--- src/rtl/alu_drv_pkg.sv ---
// Shared definitions for the ALU command driver: opcodes, FSM states,
// command record layout, default watchdog limit and the per-opcode settle table.
// No ports; imported by alu_drv_fifo and alu_cmd_driver.
package alu_drv_pkg;

   localparam logic [2:0] OP_ADD   = 3'd0;
   localparam logic [2:0] OP_SUB   = 3'd1;
   localparam logic [2:0] OP_AND   = 3'd2;
   localparam logic [2:0] OP_OR    = 3'd3;
   localparam logic [2:0] OP_XOR   = 3'd4;
   localparam logic [2:0] OP_SHADD = 3'd5;
   localparam logic [2:0] OP_SUM3  = 3'd6;
   localparam logic [2:0] OP_MAC6  = 3'd7;

   localparam int DEFAULT_TIMEOUT = 16;

   typedef enum logic [2:0] {
      ST_IDLE,
      ST_ISSUE,
      ST_WAIT_EN,
      ST_SETTLE,
      ST_RESP
   } state_e;

   // One buffered request, {sel,a,b}.
   typedef struct packed {
      logic [2:0] sel;
      logic [7:0] a;
      logic [7:0] b;
   } cmd_t;

   localparam int CMD_W = $bits(cmd_t);

   // Extra cycles the ALU pipeline needs after out_en before alu_out is final.
   function automatic logic [1:0] settle_cycles(input logic [2:0] sel);
      logic [1:0] n;
      n = 2'd1;
      case (sel)
         OP_ADD, OP_SUB:         n = 2'd1;
         OP_AND, OP_OR, OP_XOR:  n = 2'd0;
         OP_SHADD:               n = 2'd2;
         OP_SUM3, OP_MAC6:       n = 2'd1;
         default:                n = 2'd1;
      endcase
      return n;
   endfunction

endpackage

--- src/rtl/alu_drv_fifo.sv ---
// Purpose: synchronous command FIFO, DEPTH entries of W bits, head read combinationally.
// Latency: a push is visible at the head (and in count/empty) the cycle after the push edge.
// Backpressure: full_o comes from the registered count; a same-cycle pop does not free a slot early.
// Ports: clk/rst (sync, active-high); wr_vld_i/wr_dat_i push side (ignored when full);
//        rd_pop_i pop (ignored when empty); rd_dat_o head entry; full_o/empty_o/count_o status.
module alu_drv_fifo
   import alu_drv_pkg::*;
#(
   parameter int DEPTH = 4,
   parameter int W     = CMD_W
) (
   input  logic                     clk,
   input  logic                     rst,
   input  logic                     wr_vld_i,
   input  logic [W-1:0]             wr_dat_i,
   input  logic                     rd_pop_i,
   output logic [W-1:0]             rd_dat_o,
   output logic                     full_o,
   output logic                     empty_o,
   output logic [$clog2(DEPTH):0]   count_o
);

   localparam int AW = $clog2(DEPTH);
   localparam int CW = AW + 1;

   logic [W-1:0]  mem_q [DEPTH];
   logic [AW-1:0] wr_ptr_q, rd_ptr_q;
   logic [CW-1:0] count_q;
   logic          wr_en, rd_en;

   assign full_o   = (count_q == CW'(DEPTH));
   assign empty_o  = (count_q == '0);
   assign count_o  = count_q;
   assign rd_dat_o = mem_q[rd_ptr_q];

   assign wr_en = wr_vld_i && !full_o;
   assign rd_en = rd_pop_i && !empty_o;

   always_ff @(posedge clk) begin
      if (rst) begin
         wr_ptr_q <= '0;
         rd_ptr_q <= '0;
         count_q  <= '0;
      end else begin
         if (wr_en) wr_ptr_q <= wr_ptr_q + AW'(1);
         if (rd_en) rd_ptr_q <= rd_ptr_q + AW'(1);
         case ({wr_en, rd_en})
            2'b10:   count_q <= count_q + CW'(1);
            2'b01:   count_q <= count_q - CW'(1);
            default: count_q <= count_q;
         endcase
      end
   end

   // Storage needs no reset: the pointers and count define what is valid.
   always_ff @(posedge clk) begin
      if (wr_en) mem_q[wr_ptr_q] <= wr_dat_i;
   end

endmodule

--- src/rtl/alu_cmd_driver.sv ---
// Purpose: buffers ALU requests, issues each as a one-cycle alu_en pulse, waits out_en + settle, returns result.
// Latency: idle block, ALU out_en one cycle after sampling alu_en -> rsp_valid 4+SETTLE(sel) edges after accept.
// Backpressure: cmd_ready=!full (registered count); rsp_ready=0 parks the FSM in RESP while the FIFO keeps filling.
// Ports: clk, rst (sync, active-high); cmd_valid/cmd_ready/cmd_a/cmd_b/cmd_sel request side;
//        rsp_valid/rsp_ready/rsp_data/rsp_sel/rsp_err response side; alu_a/alu_b/alu_sel/alu_en to the ALU;
//        alu_out/alu_out_en from the ALU.
// Build option: define ALU_DRV_TIMEOUT_EN to enable the WAIT_EN watchdog (TIMEOUT cycles, reports rsp_err).
module alu_cmd_driver
   import alu_drv_pkg::*;
#(
   parameter int DEPTH   = 4,
   parameter int TIMEOUT = DEFAULT_TIMEOUT
) (
   input  logic       clk,
   input  logic       rst,
   input  logic       cmd_valid,
   output logic       cmd_ready,
   input  logic [7:0] cmd_a,
   input  logic [7:0] cmd_b,
   input  logic [2:0] cmd_sel,
   output logic       rsp_valid,
   input  logic       rsp_ready,
   output logic [7:0] rsp_data,
   output logic [2:0] rsp_sel,
   output logic       rsp_err,
   output logic [7:0] alu_a,
   output logic [7:0] alu_b,
   output logic [2:0] alu_sel,
   output logic       alu_en,
   input  logic [7:0] alu_out,
   input  logic       alu_out_en
);

   localparam int CW = $clog2(DEPTH) + 1;

   state_e        state_q, state_d;
   cmd_t          cmd_in, head;
   logic          fifo_full, fifo_empty;
   logic [CW-1:0] fifo_cnt;
   logic          push, pop;

   logic [7:0]    alu_a_q, alu_b_q;
   logic [2:0]    alu_sel_q;
   logic [1:0]    settle_q, settle_d;
   logic [1:0]    settle_need;
   logic [7:0]    rsp_data_q;
   logic [2:0]    rsp_sel_q;
   logic          capture;
   logic          timeout_hit;

   // ---------------- command FIFO ----------------
   assign cmd_in    = '{sel: cmd_sel, a: cmd_a, b: cmd_b};
   assign cmd_ready = !fifo_full;
   assign push      = cmd_valid && !fifo_full;
   assign pop       = (state_q == ST_RESP) && rsp_ready;

   alu_drv_fifo #(
      .DEPTH (DEPTH),
      .W     (CMD_W)
   ) u_fifo (
      .clk      (clk),
      .rst      (rst),
      .wr_vld_i (push),
      .wr_dat_i (cmd_in),
      .rd_pop_i (pop),
      .rd_dat_o (head),
      .full_o   (fifo_full),
      .empty_o  (fifo_empty),
      .count_o  (fifo_cnt)
   );

   // ---------------- ALU drive ----------------
   // During ISSUE the operands come straight from the FIFO head; the registers
   // copy them on the same edge and keep them stable through capture and beyond.
   assign alu_en  = (state_q == ST_ISSUE);
   assign alu_a   = alu_en ? head.a   : alu_a_q;
   assign alu_b   = alu_en ? head.b   : alu_b_q;
   assign alu_sel = alu_en ? head.sel : alu_sel_q;

   assign settle_need = settle_cycles(alu_sel_q);

   assign rsp_valid = (state_q == ST_RESP);
   assign rsp_data  = rsp_data_q;
   assign rsp_sel   = rsp_sel_q;

`ifdef ALU_DRV_TIMEOUT_EN
   localparam int WD_W = $clog2(TIMEOUT + 1);
   logic [WD_W-1:0] wd_q, wd_d;
   logic            rsp_err_q;

   // Counts cycles spent in WAIT_EN; any other state clears it, so it restarts on every entry.
   assign wd_d    = (state_q == ST_WAIT_EN) ? wd_q + WD_W'(1) : '0;
   assign rsp_err = rsp_err_q;

   always_ff @(posedge clk) begin
      if (rst) begin
         wd_q      <= '0;
         rsp_err_q <= 1'b0;
      end else begin
         wd_q <= wd_d;
         if (capture)          rsp_err_q <= 1'b0;
         else if (timeout_hit) rsp_err_q <= 1'b1;
      end
   end
`else
   logic [31:0] unused_timeout;
   assign unused_timeout = 32'(TIMEOUT);
   assign rsp_err        = 1'b0;
`endif

   // ---------------- FSM ----------------
   always_comb begin
      state_d     = state_q;
      settle_d    = settle_q;
      capture     = 1'b0;
      timeout_hit = 1'b0;
      case (state_q)
         ST_IDLE: begin
            if (!fifo_empty) state_d = ST_ISSUE;
         end
         ST_ISSUE: begin
            state_d = ST_WAIT_EN;
         end
         ST_WAIT_EN: begin
            if (alu_out_en) begin
               if (settle_need != 2'd0) begin
                  settle_d = settle_need - 2'd1;
                  state_d  = ST_SETTLE;
               end else begin
                  capture = 1'b1;
                  state_d = ST_RESP;
               end
            end
`ifdef ALU_DRV_TIMEOUT_EN
            else if (wd_q == WD_W'(TIMEOUT - 1)) begin
               timeout_hit = 1'b1;
               state_d     = ST_RESP;
            end
`endif
         end
         ST_SETTLE: begin
            if (settle_q == 2'd0) begin
               capture = 1'b1;
               state_d = ST_RESP;
            end else begin
               settle_d = settle_q - 2'd1;
            end
         end
         ST_RESP: begin
            // A same-cycle push also counts as a remaining entry.
            if (rsp_ready) state_d = ((fifo_cnt > CW'(1)) || push) ? ST_ISSUE : ST_IDLE;
         end
         default: state_d = ST_IDLE;
      endcase
   end

   always_ff @(posedge clk) begin
      if (rst) begin
         state_q    <= ST_IDLE;
         settle_q   <= 2'd0;
         alu_a_q    <= 8'd0;
         alu_b_q    <= 8'd0;
         alu_sel_q  <= 3'd0;
         rsp_data_q <= 8'd0;
         rsp_sel_q  <= 3'd0;
      end else begin
         state_q  <= state_d;
         settle_q <= settle_d;
         if (state_q == ST_ISSUE) begin
            alu_a_q   <= head.a;
            alu_b_q   <= head.b;
            alu_sel_q <= head.sel;
         end
         if (capture) begin
            rsp_data_q <= alu_out;
            rsp_sel_q  <= alu_sel_q;
         end else if (timeout_hit) begin
            rsp_data_q <= 8'd0;
            rsp_sel_q  <= alu_sel_q;
         end
      end
   end

endmodule

--- config.mk ---
export PLATFORM = sky130hd
export DESIGN_NAME = alu_cmd_driver
export DESIGN_NICKNAME = d
export VERILOG_FILES = /design/src/rtl/alu_drv_pkg.sv /design/src/rtl/alu_drv_fifo.sv /design/src/rtl/alu_cmd_driver.sv
export SDC_FILE = /design/constraint.sdc
export NUM_CORES = 1
export LEC_CHECK = 0
export BUFFER_PORTS_ARGS = -buffer_cell sky130_fd_sc_hd__buf_2
export CORE_UTILIZATION = 50
export CTS_BUF_LIST = sky130_fd_sc_hd__clkbuf_8
export DETAILED_ROUTE_END_ITERATION = 16
export PLACE_DENSITY = 0.71
export SKIP_CTS_REPAIR_TIMING = 1
export SLEW_MARGIN = 30
export SYNTH_ARGS = -nofsm -noshare
export SYNTH_HDL_FRONTEND = slang
export SYNTH_SLANG_ARGS = --single-unit
--- constraint.sdc ---
create_clock -name clk -period 3.6 [get_ports clk]
set_input_delay 0 -clock clk [delete_from_list [all_inputs] [get_ports clk]]
set_output_delay 0 -clock clk [all_outputs]
set_load 0.1 [all_outputs]
* Word-level counts from Yosys, hierarchy flattened *
Memory sizes are Yosys's and may differ from the RTL's. A register that Yosys moved wholly into a read port is not among the register bits.
Cells that the tools add are included.

operators by class
  $lt $le $gt $ge = 1
  equality and inequality tests = 13
  reduce and logical (&&, ||, !) cells = 15
  muxes and demuxes = 24
  add/subtract/negate cells = 6

operators by type and width
  operator                                                        number
  two-way mux 3 bit                                               7
  two-way mux 8 bit                                               2
  one-hot mux 3 bit (5 select lines)                              1
  two-way mux 2 bit                                               5
  inequality test 2 bit (second input constant)                   5
  AND reduction 4 bit                                             2
  == test 3 x 2 -> 1 bit (second input constant)                  2
  == test 3 bit (second input constant)                           2
  zero test 3 bit                                                 2
  two-way mux 1 bit                                               6
  one-hot mux 3 bit (2 select lines)                              1
  nonzero test 2 bit                                              3
  adder 2 x 1 -> 2 bit (second input constant)                    2
  logical AND 1 bit                                               4
  one-hot mux 2 bit (2 select lines)                              1
  subtractor 2 x 1 -> 2 bit (second input constant)               2
  adder 3 x 1 -> 3 bit (second input constant)                    1
  == test 3 x 1 -> 1 bit (second input constant)                  1
  greater-than comparator 3 x 1 -> 1 bit (second input constant)  1
  subtractor 3 x 1 -> 3 bit (second input constant)               1
  == test 2 x 1 -> 1 bit (second input constant)                  1
  == test 2 bit (second input constant)                           1
  zero test 1 bit                                                 2
  zero test 2 bit                                                 1
  3 further kinds                                                 3

word-level totals
  ROM bits = 16
  word-level logic and storage cells = 71
  output and inout port bits = 34
  bits in writable memories = 76
  bits of input ports = 32
  memories = 2
  register bits = 42

memory list
  name             depth  width  rd ports  clocked after memory_dff  write ports  RTL line            RTL
  u_fifo.mem_q     4      19     1         1                         1            alu_drv_fifo.sv:26  logic [W-1:0] mem_q [DEPTH];
  (no name shown)  8      2      1         1                         0            alu_drv_pkg.sv:38   case (sel)

* Longest topological paths before layout *
Gate-level depths: netlist of run 1.

  depth in word-level cells = 7
  gate-level depth with buffers = 9
  gate-level depth less buffers = 8

* Modules after synthesis *
Synthesis of run 1 repeated with hierarchy kept, for this count alone.

unflattened totals
  cells, all modules = 304
  area, all modules = 4877.2 um^2

modules (own cells, without submodules)
  module          cells each  seq. area each (um^2)  area an instance (um^2)  instances
  alu_drv_fifo    153         2462.4                 3260.6                   1
  alu_cmd_driver  151         740.7                  1616.6                   1

* Worst setup path after synthesis of run 1 *
No wires, ideal clock.

  kind = register to register
  start point = reg state_q[0]
  end point = reg u_fifo.count_q[2] (netlist: u_fifo.count_o[2])
  cell stages (with the launch flop) = 7
  path slack = -0.522 ns
  data arrival time = 4.051 ns
  data required time = 3.529 ns
  period minus slack after synthesis = 4.122 ns
  library setup time = 0.071 ns
  path buffers = 1
  cells stage by stage = dfxtp_1 -> buf_2 -> nor3b_1 -> and3_1 -> ha_1 -> or3_1 -> a21oi_1

between the ends
  word-level cells in the longest chain between the ends = 5
  elaborated cells on any way between the ends = 7
  those cells by class = 3 x eq/ne; 1 x mux; 3 x reduce/logical

ends and longest elaborated chain
  what                                                                             RTL line               RTL
  start: declaration                                                               alu_cmd_driver.sv:36   state_e state_q, state_d;
  start signal: assignment                                                         alu_cmd_driver.sv:167  state_q <= state_d;
  == test 3 bit *                                                                  n/a
  via rsp_valid                                                                    alu_cmd_driver.sv:21   output logic rsp_valid,
  logical AND 1 bit *                                                              alu_cmd_driver.sv:55   assign pop = (state_q == ST_RESP) && rsp_ready;
  logical AND 1 bit *                                                              alu_drv_fifo.sv:37     assign rd_en = rd_pop_i && !empty_o;
  via u_fifo.rd_en                                                                 alu_drv_fifo.sv:29     logic wr_en, rd_en;
  == test 2 x 1 -> 1 bit / == test 2 bit (equally long branches)                   alu_drv_fifo.sv:47     case ({wr_en, rd_en})
  one-hot mux 3 bit (2 select lines) / nonzero test 2 bit (equally long branches)  n/a
  end signal: assignment                                                           alu_drv_fifo.sv:48     2'b10: count_q <= count_q + CW'(1);
  end signal: assignment                                                           alu_drv_fifo.sv:49     2'b01: count_q <= count_q - CW'(1);
  end signal: assignment                                                           alu_drv_fifo.sv:50     default: count_q <= count_q;
  end: declaration                                                                 alu_drv_fifo.sv:28     logic [CW-1:0] count_q;

The timed path passes the listed nets; every way through them passes the cells marked *.
A chain may end at the register's enable or synchronous reset.

==> summary.txt, run 1 <==
Timing
  • Fin. Hold Viols: 0
  • Final Max Tran Viols: 0
  • RSZ-0062 raised after global routing: no
  • Skew final: 0.00823 ns
  • Fmax: 0.398 GHz
  • Setup_tns: 0 ns
  • Post-layout minimum cycle time: between 2 and 3 ns
  • Max_slew headroom: 0.420
  • Final period utilization: 0.697
  • WHS: ~0.062 ns
  • Final setup fails: 0
  • Actual slew at the worst max-slew pin: a little under 0.9 ns

Setup path
  • Crit Path Max Fanout: 9
  • Required time worst endpoint: about 3.6 ns
  • Startpoint type of the worst setup path: register
  • Crit Path Class: reg2out
  • Worst setup EP type: output pin
  • CP arrival: 2.51 ns
  • Reg2Reg Launch Point: u_fifo.count_o[0]

Power
  • Power Density: a little over 700 nW/µm²
  • Peak VDD IR: about 0.55 mV
  • Leak: between 2 and 2.5 nW

Layout
  • Area delta synth->final: 22.5%
  • Final nets: roughly 450
  • Share of cells above drive strength 1: 0.331
  • Non-Filler Instances: approximately 550
  • Share of the core filled with cells: 0.636
  • Fill cells: about 700
  • N_diodes: 0
  • Finished Cell Area: a little under 6000 µm²

Floorplanning
  • Die width: around 100 µm
  • Row Count: 35
  • Die ar.: between 10000 and 15000 µm²
  • Die H: 100 µm
  • Ports: 66
  • Starting Density: 0.519
  • Core box area: between 9000 and 10000 µm²

Hold path
  • Min-Delay Startpoint: cmd_valid
  • Worst hold path type: in2reg

Clock network
  • Worst skew pair latency: between 0.4 and 0.5 ns
  • TritonCTS Buffers: 17
  • CTS clock-pin slew for the worst setup and hold paths: 0.06 ns
  • CTS max path bufs: 2
  • CTS tree: done
  • Clk root buf: clkbuf_8
  • Clk sink count: 122
  • Max H-tree Level: 4

Synth
  • Asr flop ratio synth: 0
  • EDFF count, synth: between 70 and 80
  • Post-synthesis sequential area ratio: 0.662
  • Yosys top cell area share: 0.472
  • Gate Count Post-Synth: ~310
  • Top FF cell, synth: edfxtp_1
  • Synth Cell Area: between 4000 and 5000 µm²
  • Yosys warns: 0
  • Syn Area/Cell: 15.8 µm²
  • Area contributors post-synth: edfxtp_1 47%, dfxtp_1 19%, mux4_2 8.4%
  • FF+latch count, synth: roughly 120
  • Top-count cell post-synth: edfxtp_1
  • Post-synth top area cell: edfxtp_1
  • Mapped Nets: between 300 and 400
  • Synth cell types: 46
  • Commonest cells post-synth: 76 x edfxtp_1, 46 x dfxtp_1, 25 x nor2_1

Drt
  • WL final: ~8.6 mm
  • DR pass1 iterations: 4
  • Detail Route Antenna Nets: 0
  • Met1 WL: 3.75 mm
  • Uppermost layer routed: met4
  • Met2 wire len: between 4 and 5 mm
  • DRC Markers: 0
  • Via-to-Cell Ratio: slightly above 5
  • Met3 routed WL: between 300 and 400 µm
  • 1st-iter DRT viols: about 140
  • Wire per inst: 15.5 µm
  • Via count: 2801

Placement
  • Gpl congestion: approximately 0.76
  • Post-DP HPWL: roughly 5.3 mm
  • Placed cell count: 491
  • IO Port Bufs: 64
  • Post-DP Area: between 5000 and 6000 µm²

GRT
  • Global-route wire length before repair: 13.2 mm
  • Pin count of the biggest net entering global routing: between 40 and 50
  • Total global routing overflow: 0
  • Vias in the first global route: roughly 2.7k
  • Tot GR Track Use: 0.179
  • Initial antenna violation count: 0

Status
  • Outcome: completed

Job
  • Max-cap violations: 0
final cells by class:
cell class / count / area, µm² / area share
sequential: 122 / 3200 / 0.540
multi-input combinational: 161 / 1510 / 0.255
timing repair buffer: 99 / 656 / 0.111
clock buffer: 21 / 289 / 0.0487
tap: 129 / 161 / 0.0272
clock inverter: 11 / 77.6 / 0.0131
inverter: 9 / 33.8 / 0.00570
worst max-delay path, cell delays in order (launching register included):
cell,delay (ns)
dfxtp_1,0.69
buf_4,0.29
mux4_1,0.55
mux2_2,0.28
buf_2,0.29
worst paths after layout:
check | end | slack, ns | depth (start not counted)
setup / recovery | alu_b[7] | 1.09 | 4
hold / removal | state_q[0] | 0.06 | 5
setup reg to reg | u_fifo.mem_q[0][9] | 1.26 | 5
hold reg to reg | rsp_data[3] | 0.49 | 2
registers in the layout (all words and copies together), names as in the netlist, named ones only:
register         flops
alu_a_q              8
alu_b_q              8
alu_sel_q            3
rsp_data             8
rsp_sel              3
settle_need          2
settle_q             2
state_q              3
u_fifo.count_o       3
u_fifo.mem_q        76
u_fifo.rd_ptr_q      2
u_fifo.wr_ptr_q      2
where the power goes:
group          switching [W]  internal, W
Clock               0.000493     0.000603
Sequential         0.0000745      0.00162
Combinational        0.00105     0.000348
Total                0.00162      0.00257
through the flow:
step / power [W] / setup WS [ns]
3_3_place_gp: 0.00309 / 1.21
3_5_place_dp: 0.00311 / 1.08
2_1_floorplan: 0.00291 / 0.627
6_report: 0.00419 / 1.09
5_1_grt: 0.00437 / 0.880
4_1_cts: 0.00420 / 1.00
layout by cell type, fill, tap and decap left out, types with 3 or more instances in the layout:
master	Yosys	final
a21oi_1	5	5
and2_2	0	3
buf_2	4	64
buf_4	4	6
clkbuf_8	0	21
clkinv_2	0	5
dfxtp_1	46	46
dlygate4sd3_1	0	29
edfxtp_1	76	76
ha_1	10	10
inv_1	9	11
mux2_2	12	12
mux2_4	6	6
mux2i_1	13	13
mux4_2	18	18
nand2_1	8	8
nor2_1	25	25
nor2b_1	18	18
o21ai_0	5	5
xor2_1	3	3
layer usage:
| layer | vias to the layer above | track usage |
|---|---|---|
| met4 | 0 | 0.0569 |
| met2 | 71 | 0.293 |
| li1 | 1341 | - |
| met5 | - | 0 |
| met1 | 1382 | 0.220 |
| met3 | 7 | 0.0682 |
kinds of logic after synthesis:
logic type	after synthesis	synth area share
XOR/XNOR	5	0.00905
AND/OR/NAND/NOR	74	0.0832
multiplexers	50	0.163
AO/OA/AOI/OAI	21	0.0274
flip-flops	122	0.662
adder cells (fa/ha/maj)	10	0.0259
other	1	0.000775
buffers and inverters	24	0.0292
Note: power is estimated with default switching activity, not from simulation.
==> run 2: changes to the inputs <==
--- a/config.mk
+++ b/config.mk
@@ -9,7 +9,7 @@
 export CORE_UTILIZATION = 50
 export CTS_BUF_LIST = sky130_fd_sc_hd__clkbuf_8
 export DETAILED_ROUTE_END_ITERATION = 16
-export PLACE_DENSITY = 0.71
+export PLACE_DENSITY = 0.74
 export SKIP_CTS_REPAIR_TIMING = 1
 export SLEW_MARGIN = 30
 export SYNTH_ARGS = -nofsm -noshare
==> constraint.sdc (replaced) <==
create_clock -name clk -period 2.06 [get_ports clk]
set_input_delay 0 -clock clk [delete_from_list [all_inputs] [get_ports clk]]
set_output_delay 0 -clock clk [all_outputs]
set_load 0.1 [all_outputs]
==> summary.txt, run 2 (synthesis results as in run 1) <==
Timing
  • Max_slew headroom: 0.608 (+0.187)
  • Actual slew at the worst max-slew pin: 0.588 ns (-0.281 ns)
  • Final setup fails: 0 (unchanged)
  • Skew final: 0.0112 ns (+0.00297 ns)
  • Fmax: 0.504 GHz
  • Fin. Hold Viols: 0 (unchanged)
  • Final Max Tran Viols: 0 (unchanged)
  • Final period utilization: 0.963
  • WHS: 0.0448 ns (-0.0177 ns)
  • Post-layout minimum cycle time: just under 2 ns
  • RSZ-0062 raised after global routing: yes
  • Final setup margin: 0.0766 ns (-1.01 ns)

GRT
  • Pin count of the biggest net entering global routing: 27 (-41%)
  • Vias in the first global route: 2753 (+2.9%)
  • Tot GR Track Use: 0.183 (+0.00404)
  • Initial antenna violation count: 0 (unchanged)
  • Total global routing overflow: 0 (unchanged)
  • Global-route wire length before repair: 13.5 mm (+2.1%)

Power
  • Switching share of power: 0.374 (-0.0131)
  • Sw Pwr: 0.00297 W (+83%)
  • P_int: 0.00498 W (+94%)
  • Leak: 2.49 nW (+5.6%)
  • Peak VDD IR: 0.846 mV (+55%)
  • Total power: 0.00795 W (+89%)
  • Clock network power share: 0.264 (+0.003)
  • Power Density: 1250 nW/µm² (+77%)
  • Flop pwr share: 0.373 (-0.031)
  • Gate power share: 0.363 (+0.029)

Clock network
  • Worst skew pair latency: 0.41 ns (about the same)
  • CTS tree: done
  • Clk root buf: clkbuf_8
  • Max H-tree Level: 4 (unchanged)
  • Clk sink count: 122 (unchanged)
  • CTS max path bufs: 2 (unchanged)
  • TritonCTS Buffers: 17 (unchanged)
  • CTS clock-pin slew for the worst setup and hold paths: 0.07 ns (about the same)

Status
  • Outcome: completed

Drt
  • DRC Markers: 0 (unchanged)
  • Via count: 2869 (+2.4%)
  • 1st-iter DRT viols: 109 (-20%)
  • Detail Route Antenna Nets: 0 (unchanged)
  • DR pass1 iterations: 6 (+2)
  • Wire per inst: 15.9 µm (+2.4%)
  • Via-to-Cell Ratio: 5.03 (-0.81%)
  • WL final: 9.05 mm (+5.7%)

Job
  • Max-cap violations: 0 (unchanged)

Placement
  • Post-DP HPWL: 5.63 mm (+5.4%)
  • Pre-CTS setup slack: 0.155 ns (-0.929 ns)
  • Gpl congestion: 0.703 (-6.9%)
  • Placed cell count: 501 (+2.0%)
  • IO Port Bufs: 64 (unchanged)

Floorplanning
  • Ports: 66 (unchanged)
  • Die ar.: 10100 µm² (unchanged)
  • Starting Density: 0.519 (unchanged)
  • Die width: 100 µm (unchanged)
  • Die H: 100 µm (unchanged)
  • Core box area: 9330 µm² (unchanged)
  • Row Count: 35 (unchanged)

Layout
  • N_diodes: 0 (unchanged)
  • Area delta synth->final: 30.9%
  • Share of cells above drive strength 1: 0.370 (+0.0386)
  • Commonest cells after routing, fill and taps aside: 76 x edfxtp_1, 46 x buf_2, 41 x dfxtp_1, 29 x dlygate4sd3_1, 25 x nor2_1
  • Most flops, register: u_fifo.mem_q
  • Non-Filler Instances: 570 (+3.3%)
  • Commonest non-fill, non-tap cell in the layout: edfxtp_1
  • Max FFs per register: 76 (unchanged)
  • Final nets: 470 (+4.0%)
  • Fill cells: 638 (-9.1%)

Hold path
  • Worst hold path type: in2reg

Setup path
  • CP arrival: 1.98 ns (-0.53 ns)
  • Crit Path Class: reg2out
  • Startpoint type of the worst setup path: register
  • Worst setup EP type: output pin
  • Crit Path Max Fanout: 5 (-4)
  • Required time worst endpoint: 2.06 ns (-1.54 ns)
## run 2: cell type report
| class | count | area [µm²] | area share |
|---|---|---|---|
| clock inverter | 14 | 155 | 0.0245 |
| tap | 129 | 161 | 0.0255 |
| timing repair buffer | 117 | 987 | 0.156 |
| sequential | 122 | 3210 | 0.507 |
| multi-input combinational | 161 | 1540 | 0.243 |
| inverter | 9 | 33.8 | 0.00533 |
| clock buffer | 18 | 248 | 0.0391 |
## run 2: worst paths after layout
path                                        start  slack (ns)                 to  cells past startpoint
worst max-delay path                     register        0.08           alu_b[7]                      4
worst min-delay path                    cmd_valid        0.04         state_q[0]                      5
worst max register to register  u_fifo.count_o[0]        0.16  u_fifo.count_o[2]                      8
worst min register to register         rsp_sel[0]        0.49         rsp_sel[0]                      2
## run 2: metal layers
| layer | track usage | share of wire |
|---|---|---|
| met1 | 0.212 | 0.41 |
| met2 | 0.311 | 0.52 |
| met3 | 0.0613 | 0.048 |
| met4 | 0.0814 | 0.017 |
| met5 | 0 | 0 |
## run 2: through the flow
stage	util	cell area, µm²	setup TNS, ns
final	0.679	6340	0
after global routing	0.679	6340	-0.0172
after CTS	0.626	5840	-4.28
after detailed placement	0.583	5440	0
after global placement	0.583	5440	0
after floorplan	-	4890	-0.702
## run 2: power by group through the flow
stage,logic [W],registers (W),clock network (W)
2_1_floorplan,0.00202,0.00310,0
3_3_place_gp,0.00248,0.00301,0
3_5_place_dp,0.00251,0.00302,0
4_1_cts,0.00252,0.00297,0.00214
5_1_grt,0.00301,0.00298,0.00226
6_report,0.00289,0.00296,0.00210
## run 2: worst max-delay path, cell delays in order, from the launching register on
cell	delay, ns
dfxtp_4	0.40
buf_6	0.15
mux4_1	0.54
mux2_2	0.29
buf_6	0.19
